--- config.mk ---
export PLATFORM = sky130hd
export DESIGN_NAME = mc_control_unit
export DESIGN_NICKNAME = d
export VERILOG_FILES = /design/src/rtl/mc_control_unit.sv
export SDC_FILE = /design/constraint.sdc
export NUM_CORES = 1
export LEC_CHECK = 0
export ABC_CLOCK_PERIOD_IN_PS = 2850
export CAP_MARGIN = 20
export CORE_MARGIN = 2
export CORE_UTILIZATION = 35
export CTS_BUF_LIST = sky130_fd_sc_hd__clkbuf_4
export DETAILED_ROUTE_END_ITERATION = 8
export PLACE_DENSITY = 0.62
export SLEW_MARGIN = 20
export SYNTH_ARGS = -nofsm -noshare
export SYNTH_HDL_FRONTEND = slang
export SYNTH_SLANG_ARGS = --single-unit
--- constraint.sdc ---
create_clock -name clk -period 2.85 [get_ports clk]
set_input_delay 0.285 -clock clk [delete_from_list [all_inputs] [get_ports clk]]
set_output_delay 0.285 -clock clk [all_outputs]
set_load 0.005 [all_outputs]
--- src/rtl/mc_control_unit.sv ---
// Multicycle RV32I control unit: one FSM walks each instruction through
// fetch, decode, execute, memory and writeback, and drives the datapath selects.
module mc_control_unit #(
  parameter int MEM_WAIT = 1,
  parameter int ALUC_W   = 4
) (
  input  logic              clk,
  input  logic              rst,
  input  logic [6:0]        op,
  input  logic [2:0]        funct3,
  input  logic [6:0]        funct7,
  input  logic              zero,
  input  logic              lt,
  input  logic              ltu,
  input  logic              mem_ready,
  output logic [2:0]        ImmSrc,
  output logic [1:0]        ALUSrcA,
  output logic [1:0]        ALUSrcB,
  output logic [1:0]        ResultSrc,
  output logic              AddrSrc,
  output logic [ALUC_W-1:0] ALUControl,
  output logic              IRWrite,
  output logic              PCWrite,
  output logic              RegWrite,
  output logic              MemWrite,
  output logic              illegal,
  output logic              instr_done,
  output logic [3:0]        state
);

  typedef enum logic [3:0] {
    FETCH    = 4'd0,
    DECODE   = 4'd1,
    MEMADR   = 4'd2,
    MEMREAD  = 4'd3,
    MEMWB    = 4'd4,
    MEMWRITE = 4'd5,
    EXECR    = 4'd6,
    EXECI    = 4'd7,
    ALUWB    = 4'd8,
    JAL      = 4'd9,
    JALR     = 4'd10,
    JLINK    = 4'd11,
    BRANCH   = 4'd12,
    UPPER    = 4'd13,
    TRAP     = 4'd14
  } state_t;

  typedef struct packed {
    logic [2:0] imm;
    logic [1:0] srcA;
    logic [1:0] srcB;
    logic [1:0] res;
    logic       addr;
    logic [3:0] alu;
    logic       fetch;
    logic       memWrite;
    logic       regWrite;
    logic       pcUncond;
    logic       branch;
    logic       doneUncond;
    logic       trap;
  } ctrl_t;

  localparam logic [6:0] OP_LOAD   = 7'b0000011;
  localparam logic [6:0] OP_STORE  = 7'b0100011;
  localparam logic [6:0] OP_RTYPE  = 7'b0110011;
  localparam logic [6:0] OP_ITYPE  = 7'b0010011;
  localparam logic [6:0] OP_BRANCH = 7'b1100011;
  localparam logic [6:0] OP_JAL    = 7'b1101111;
  localparam logic [6:0] OP_JALR   = 7'b1100111;
  localparam logic [6:0] OP_LUI    = 7'b0110111;
  localparam logic [6:0] OP_AUIPC  = 7'b0010111;

  localparam logic [3:0] ALU_ADD  = 4'b0000;
  localparam logic [3:0] ALU_SUB  = 4'b0001;
  localparam logic [3:0] ALU_AND  = 4'b0010;
  localparam logic [3:0] ALU_OR   = 4'b0011;
  localparam logic [3:0] ALU_XOR  = 4'b0100;
  localparam logic [3:0] ALU_SLT  = 4'b0101;
  localparam logic [3:0] ALU_SLTU = 4'b0110;
  localparam logic [3:0] ALU_SLL  = 4'b0111;
  localparam logic [3:0] ALU_SRL  = 4'b1000;
  localparam logic [3:0] ALU_SRA  = 4'b1001;

  state_t r_state;
  state_t w_next;
  ctrl_t  r_ctrl;
  logic   w_memReady;
  logic   w_taken;
  logic   w_branchIllegal;
  logic   w_unusedFunct7;

  assign w_memReady      = (MEM_WAIT == 0) ? 1'b1 : mem_ready;
  assign w_branchIllegal = (funct3[2:1] == 2'b01);
  assign w_unusedFunct7  = ^{funct7[6], funct7[4:0]};

  // Immediate-form ALU ops ignore funct7[5] except to pick SRA over SRL.
  function automatic logic [3:0] aluOf(input logic [2:0] f3, input logic f7b5,
                                       input logic isImm);
    logic [3:0] sel;
    case (f3)
      3'b000:  sel = (f7b5 && !isImm) ? ALU_SUB : ALU_ADD;
      3'b001:  sel = ALU_SLL;
      3'b010:  sel = ALU_SLT;
      3'b011:  sel = ALU_SLTU;
      3'b100:  sel = ALU_XOR;
      3'b101:  sel = f7b5 ? ALU_SRA : ALU_SRL;
      3'b110:  sel = ALU_OR;
      default: sel = ALU_AND;
    endcase
    return sel;
  endfunction

  function automatic ctrl_t decodeCtrl(input state_t s, input logic [6:0] opc,
                                       input logic [2:0] f3, input logic f7b5);
    ctrl_t c;
    c = '0;
    case (s)
      FETCH: begin
        c.srcB = 2'b10; c.res = 2'b10; c.fetch = 1'b1;
      end
      DECODE: begin
        c.srcA = 2'b01; c.srcB = 2'b01; c.imm = 3'b010;
      end
      MEMADR: begin
        c.srcA = 2'b10; c.srcB = 2'b01;
        c.imm  = (opc == OP_STORE) ? 3'b001 : 3'b000;
      end
      MEMREAD: c.addr = 1'b1;
      MEMWB: begin
        c.res = 2'b01; c.regWrite = 1'b1; c.doneUncond = 1'b1;
      end
      MEMWRITE: begin
        c.addr = 1'b1; c.memWrite = 1'b1;
      end
      EXECR: begin
        c.srcA = 2'b10; c.alu = aluOf(f3, f7b5, 1'b0);
      end
      EXECI: begin
        c.srcA = 2'b10; c.srcB = 2'b01; c.alu = aluOf(f3, f7b5, 1'b1);
      end
      ALUWB: begin
        c.regWrite = 1'b1; c.doneUncond = 1'b1;
      end
      JAL: begin
        c.srcA = 2'b01; c.srcB = 2'b10; c.pcUncond = 1'b1;
      end
      JALR: begin
        c.srcA = 2'b10; c.srcB = 2'b01; c.res = 2'b10; c.pcUncond = 1'b1;
      end
      JLINK: begin
        c.srcA = 2'b01; c.srcB = 2'b10;
      end
      BRANCH: begin
        c.srcA = 2'b10; c.alu = ALU_SUB; c.branch = 1'b1;
      end
      UPPER: begin
        c.srcA = (opc == OP_LUI) ? 2'b11 : 2'b01;
        c.srcB = 2'b01; c.imm = 3'b100;
      end
      TRAP:    c.trap = 1'b1;
      default: c.trap = 1'b1;
    endcase
    return c;
  endfunction

  always_comb begin
    w_next = r_state;
    case (r_state)
      FETCH:    if (w_memReady) w_next = DECODE;
      DECODE: begin
        case (op)
          OP_LOAD, OP_STORE: w_next = MEMADR;
          OP_RTYPE:          w_next = EXECR;
          OP_ITYPE:          w_next = EXECI;
          OP_BRANCH:         w_next = BRANCH;
          OP_JAL:            w_next = JAL;
          OP_JALR:           w_next = JALR;
          OP_LUI, OP_AUIPC:  w_next = UPPER;
          default:           w_next = TRAP;
        endcase
      end
      MEMADR:   w_next = (op == OP_STORE) ? MEMWRITE : MEMREAD;
      MEMREAD:  if (w_memReady) w_next = MEMWB;
      MEMWB:    w_next = FETCH;
      MEMWRITE: if (w_memReady) w_next = FETCH;
      EXECR, EXECI, JAL, JLINK, UPPER: w_next = ALUWB;
      JALR:     w_next = JLINK;
      ALUWB:    w_next = FETCH;
      BRANCH:   w_next = w_branchIllegal ? TRAP : FETCH;
      TRAP:     w_next = TRAP;
      default:  w_next = TRAP;
    endcase
  end

  // Selects are decoded from the state being entered, so they are registered alongside it.
  always_ff @(posedge clk) begin
    if (rst) begin
      r_state <= FETCH;
      r_ctrl  <= decodeCtrl(FETCH, op, funct3, funct7[5]);
    end else begin
      r_state <= w_next;
      r_ctrl  <= decodeCtrl(w_next, op, funct3, funct7[5]);
    end
  end

  always_comb begin
    case (funct3)
      3'b000:  w_taken = zero;
      3'b001:  w_taken = ~zero;
      3'b100:  w_taken = lt;
      3'b101:  w_taken = ~lt;
      3'b110:  w_taken = ltu;
      3'b111:  w_taken = ~ltu;
      default: w_taken = 1'b0;
    endcase
  end

  // Enables that wait on memory or branch flags stay combinational; reset masks them all.
  assign IRWrite    = ~rst & r_ctrl.fetch & w_memReady;
  assign PCWrite    = ~rst & ((r_ctrl.fetch & w_memReady) | r_ctrl.pcUncond |
                              (r_ctrl.branch & w_taken & ~w_branchIllegal));
  assign RegWrite   = ~rst & r_ctrl.regWrite;
  assign MemWrite   = ~rst & r_ctrl.memWrite;
  assign illegal    = ~rst & r_ctrl.trap;
  assign instr_done = ~rst & (r_ctrl.doneUncond | (r_ctrl.memWrite & w_memReady) |
                              (r_ctrl.branch & ~w_branchIllegal));

  assign ImmSrc    = r_ctrl.imm;
  assign ALUSrcA   = r_ctrl.srcA;
  assign ALUSrcB   = r_ctrl.srcB;
  assign ResultSrc = r_ctrl.res;
  assign AddrSrc   = r_ctrl.addr;
  assign state     = r_state;

  generate
    if (ALUC_W > 4) begin : g_aluPad
      assign ALUControl = {{(ALUC_W - 4){1'b0}}, r_ctrl.alu};
    end else begin : g_aluNoPad
      assign ALUControl = r_ctrl.alu[ALUC_W-1:0];
    end
  endgenerate

endmodule
; ---- After elaboration in Yosys (flattened, before gate mapping)
; Index checks and enable logic that the tools add are counted.
; W data, S select, Z words.
[classes]
eq_ne = 43
n_mux = 26
n_bitwise = 21
n_reduce_logical = 16
[ops]
columns = operator, n
row1 = $pmux W4 S7, 3
row2 = $eq A4 B4 Y1 const B, 12
row3 = $pmux W4 S9, 1
row4 = $eq A4 B3 Y1 const B, 8
row5 = $eq A7 B6 Y1 const B, 3
row6 = $eq A7 B7 Y1 const B, 3
row7 = $eq A4 B2 Y1 const B, 4
row8 = $mux W4, 4
row9 = $reduce_or A5 Y1, 3
row10 = $eq A7 B5 Y1 const B, 2
row11 = $reduce_or A14 Y1, 1
row12 = $reduce_or A2 Y1, 7
row13 = $and A1 B1 Y1, 12
row14 = $eq A3 B3 Y1 const B, 4
row15 = $pmux W4 S3, 1
row16 = $mux W1, 10
row17 = $pmux W3 S3, 1
row18 = $eq A4 B1 Y1 const B, 2
row19 = $logic_not A4 Y1, 2
row20 = $pmux W2 S2, 2
row21 = $eq A7 B2 Y1 const B, 1
row22 = $eq A3 B2 Y1 const B, 2
row23 = $pmux W1 S6, 1
row24 = $pmux W2 S3, 1
row25 = 8 further kinds, 16
[totals]
register_bits = 24
inputBits = 23
out_inout_bits = 24
elab_cells = 119

; ---- Depth between registers and ports, before layout
[logic_depth]
word_depth = 7
ltp_mapped = 8
mapped_depth_nobuf = 6

; ---- Worst setup path after synthesis
; No wires, ideal clock.
[synth_timing]
path_type = reg-to-reg
from = register r_state[0], in the netlist state[0]
to = register r_ctrl, in the netlist ImmSrc[2]
setup_ps = 74
arrival_ps = 1934
required_ps = 2776
setup_slack_ps = 841
path_stages_with_launch = 8
path_buffers = 1
synth_period_minus_slack_ps = 2009
cell_sequence = dfxtp_1 or4b_4 nor4_2 o21ai_1 or2_1 buf_6 or3_4 nor3_2
[synth_between]
elab_chain_cells = 5
elab_cells_between_ends = 24
cone_classes = 16 x eq/ne / 5 x mux / 3 x reduce/logical
[synth_lines]
columns = item, line
row1 = from (decl), 86  ; state_t r_state;
row2 = from (signal assigned), 203  ; r_state <= w_next;
row3 = $eq A4 B3 Y1 / $eq A4 B4 Y1 (equally long branches), 170  ; case (r_state)
row4 = $reduce_or A5 Y1 / $reduce_or A2 Y1 (equally long branches), -
row5 = $pmux W4 S9 (*), 170
row6 = "$eq A4 B4 Y1, or another cell as far along", 119  ; case (s)
row7 = $pmux W3 S3 (*), 119
row8 = to (signal assigned), 201  ; r_ctrl <= decodeCtrl(FETCH, op, funct3, funct7[5]);
row9 = to (signal assigned), 204  ; r_ctrl <= decodeCtrl(w_next, op, funct3, funct7[5]);
row10 = to (decl), 88  ; ctrl_t r_ctrl;
; Every way passes the cells marked *; elsewhere a longest branch is shown, timed or not.
; A chain may end at the register's enable or synchronous reset.

; ---- Worst setup path after layout
[layout_timing]
from = register r_state[0], in the netlist state[0]
to = register r_ctrl, in the netlist ALUControl[3]
[layout_between]
elab_chain_cells = 5
elab_cells_between_ends = 24
cone_classes = 16 x eq/ne / 5 x mux / 3 x reduce/logical
[layout_lines]
columns = item, line
row1 = $eq A4 B3 Y1 / $eq A4 B4 Y1 (equally long branches), 170
row2 = $reduce_or A5 Y1 / $reduce_or A2 Y1 (equally long branches), -
row3 = $pmux W4 S9 (*), 170
row4 = $eq A4 B4 Y1 / $eq A4 B3 Y1 (equally long branches), 119
row5 = $pmux W4 S3 (*), 119
; Marks and branches as above.

==> flow_metrics.py <==
metrics = {
    "run_status": {
        "outcome": "finished clean",
    },
    "power": {
        "max-vdd-ir-drop_uv": 225,
        "p_leak_nw": 0.643,
        "clock_power_share": 0.221,
        "swShare": 0.338,
        "p_per_area_mw_per_mm2": 616,
        "p_sw_uw": 381,
        "seqPwrFrac": 0.377,
        "pwr-share-comb": 0.402,
        "internal-power_uw": 745,
    },
    "floorplan": {
        "die_y_microns": 68.5,
        "die-area_sq_mm": 0.00469,
        "coreArea_sq_mm": 0.00400,
        "chipWidth_microns": 68.5,
        "start_util": 0.363,
        "io_pins": 47,
        "rows": 23,
    },
    "finish": {
        "multi_input_area_sq_um": 805,
        "fin_nets": 221,
        "drive_above_1_share": 0.0863,
        "instances_no_fill": 247,
        "fillers": 377,
        "final-seq-area_sq_um": 480,
        "area_growth_pct": 25.6,
        "antenna_cells": 0,
    },
    "clocking": {
        "cts_resized": 0,
        "cts_setup_buffers": 0,
        "cts_buffers": 3,
        "cts_max_path_buffers": 2,
        "postCtsHoldBufs": 0,
        "cts_tree": "yes",
        "clkTransAtPathRegs_ps": 130,
        "cts-root-buf": "clkbuf_4",
        "ctsHtreeMaxLevel": 1,
        "clock_latency_ps": 320,
        "cts_sinks": 24,
    },
    "synth": {
        "ys_warn_count": 0,
        "ys_top_cells_by_count": "dfxtp_1 (24), nand2_1 (16), buf_4 (13)",
        "synth_most_common_cell": "dfxtp_1",
        "synth_seq_cells": 24,
        "yosys-top-cells-area": "dfxtp_1 (33%), buf_4 (6.7%), nand2_1 (4.1%)",
        "synth_area_sq_mm": 0.00145,
        "synth.top_cell.area_share": 0.330,
        "async_reset_ff_frac": 0,
        "synth_edf_count": 0,
        "synth.net_count": 200,
        "synth_area_leader_cell": "dfxtp_1",
        "seq_area_frac_synth": 0.330,
        "synth_ff_type": "dfxtp_1",
        "avgSynthCellArea_sq_um": 8.21,
        "synthCells": 177,
        "ys_types": 51,
    },
    "timing": {
        "slew_viol_final": 0,
        "period_minus_slack_ps": 2620,
        "period_share": 0.921,
        "rsz0062_at_grt": "false",
        "hold_viol": 0,
        "fmax_mhz": 381,
        "finalSetupViolations": 0,
        "final.setup.tns_ps": 0,
        "tightest_slew_ps": 619,
        "fin_skew_ps": 5.96,
        "slew_headroom": 0.586,
    },
    "critical_path": {
        "required_ps": 3080,
        "critPathKind": "flop to flop",
        "worst_setup_path_end_kind": "flop",
        "arrival_ps": 2850,
        "critPathLaunchType": "flop",
        "path_max_fanout": 17,
    },
    "global_routing": {
        "grt_use_total": 0.159,
        "grt_max_degree": 19,
        "antenna_found_initial": 0,
        "grt_first_pass_wirelength_mm": 5.52,
        "grt_pass1_vias": 1150,
        "grt_overflow": 0,
    },
    "route": {
        "via_count": 1334,
        "postRouteWirelength_mm": 3.43,
        "wire_per_inst_microns": 13.9,
        "dr.pass1.iters": 4,
        "via_per_inst": 5.40,
        "drtAntennaViolNets": 0,
        "drt_iter0_drc": 38,
        "drc": 0,
    },
    "placed_design": {
        "dp_hpwl_mm": 2.58,
        "gp_congestion": 0.851,
        "io_buffers": 40,
        "placed_cells": 243,
    },
    "flow_run": {
        "drv_cap": 0,
    },
    "hold_path": {
        "hold_class": "input pin to flop",
    },
}
-- path summary, 6_finish.rpt --
| path | slack (ps) | startpoint | endpoint | depth (start not counted) |
|---|---|---|---|---|
| min reg2reg | 830 | state[1] | ALUSrcB[0] | 3 |
| max reg2reg | 230 | state[0] | ALUControl[3] | 6 |
| min | 670 | funct3[0] | ALUControl[3] | 3 |
| max | 230 | state[0] | ALUControl[3] | 6 |
-- registers in the layout, summed over array words and instances (netlist names) --
signal	count
AddrSrc	1
state	4
ALUSrcA	2
ImmSrc	3
ALUControl	4
r_ctrl	6
ResultSrc	2
ALUSrcB	2
-- power groups by stage --
stage,sequential (mW),combinational [mW],clock (mW)
3_3_place_gp,0.430,0.441,0
2_1_floorplan,0.409,0.342,0
6_report,0.425,0.453,0.249
4_1_cts,0.424,0.453,0.246
5_1_grt,0.433,0.497,0.263
3_5_place_dp,0.432,0.451,0
-- metrics by stage --
step	hold WS (ps)	cell area (sq um)	utilization	setup WS, ps	total power [mW]
after CTS	678	1830	0.457	281	1.12
after floorplan	404	1450	-	841	0.752
after global routing	700	1830	0.457	40.7	1.19
after detailed placement	818	1770	0.444	197	0.883
after global placement	805	1770	0.444	291	0.871
final	666	1830	0.457	225	1.13
-- cell families (layout without fill, tap and decap cells) --
group                  Yosys count  in the layout  synth area share
XOR/XNOR                         6              6            0.0361
AND/OR/NAND/NOR                 81             81             0.315
flip-flops                      24             24             0.330
buffers and inverters           29             49             0.116
AO/OA/AOI/OAI                   34             34             0.182
multiplexers                     3              3            0.0207
-- cell usage in the layout (no fill, tap or decap), types with 2 or more instances in the layout --
master / synthesis / final
xnor2_1: 6 / 6
nor3_1: 7 / 7
clkbuf_4: 0 / 3
clkdlybuf4s50_1: 0 / 40
nor3_2: 2 / 2
nor3b_1: 2 / 2
nor4_1: 2 / 2
nand3_1: 8 / 8
inv_1: 3 / 3
o31ai_1: 2 / 2
mux2i_1: 3 / 3
dfxtp_1: 24 / 24
nor2b_1: 9 / 9
a31oi_1: 3 / 3
or3_1: 2 / 2
nor4b_1: 2 / 2
a21oi_1: 2 / 2
or2_2: 2 / 2
a221oi_1: 3 / 3
nor2_1: 12 / 12
o21ai_0: 5 / 5
a31o_2: 3 / 3
buf_4: 13 / 2
and3_1: 3 / 3
nand2_1: 16 / 16
nand2b_1: 5 / 5
o221ai_1: 2 / 2
-- layout make-up --
class / count / share of cell area
multi-input cells: 124 / 0.440
flip-flops and latches: 24 / 0.263
repair buffers: 42 / 0.227
well taps: 50 / 0.0342
clock inverters: 1 / 0.0164
clock buffers: 3 / 0.0123
inverters: 3 / 0.00616
-- layer usage --
metal	vias up	track usage	part of all wire
li1	669	-	-
met1	620	0.208	0.46
met2	38	0.250	0.47
met3	7	0.0230	0.042
met4	0	0.0850	0.023
met5	-	0	0
-- critical path, cell delays in order (launching register included) --
cell	delay (ps)
dfxtp_1	680
nor4b_1	540
o31ai_1	180
a21oi_1	190
or2_1	370
nand2b_1	230
nor4_1	330
No activity file was read; power rests on OpenSTA's default activity.
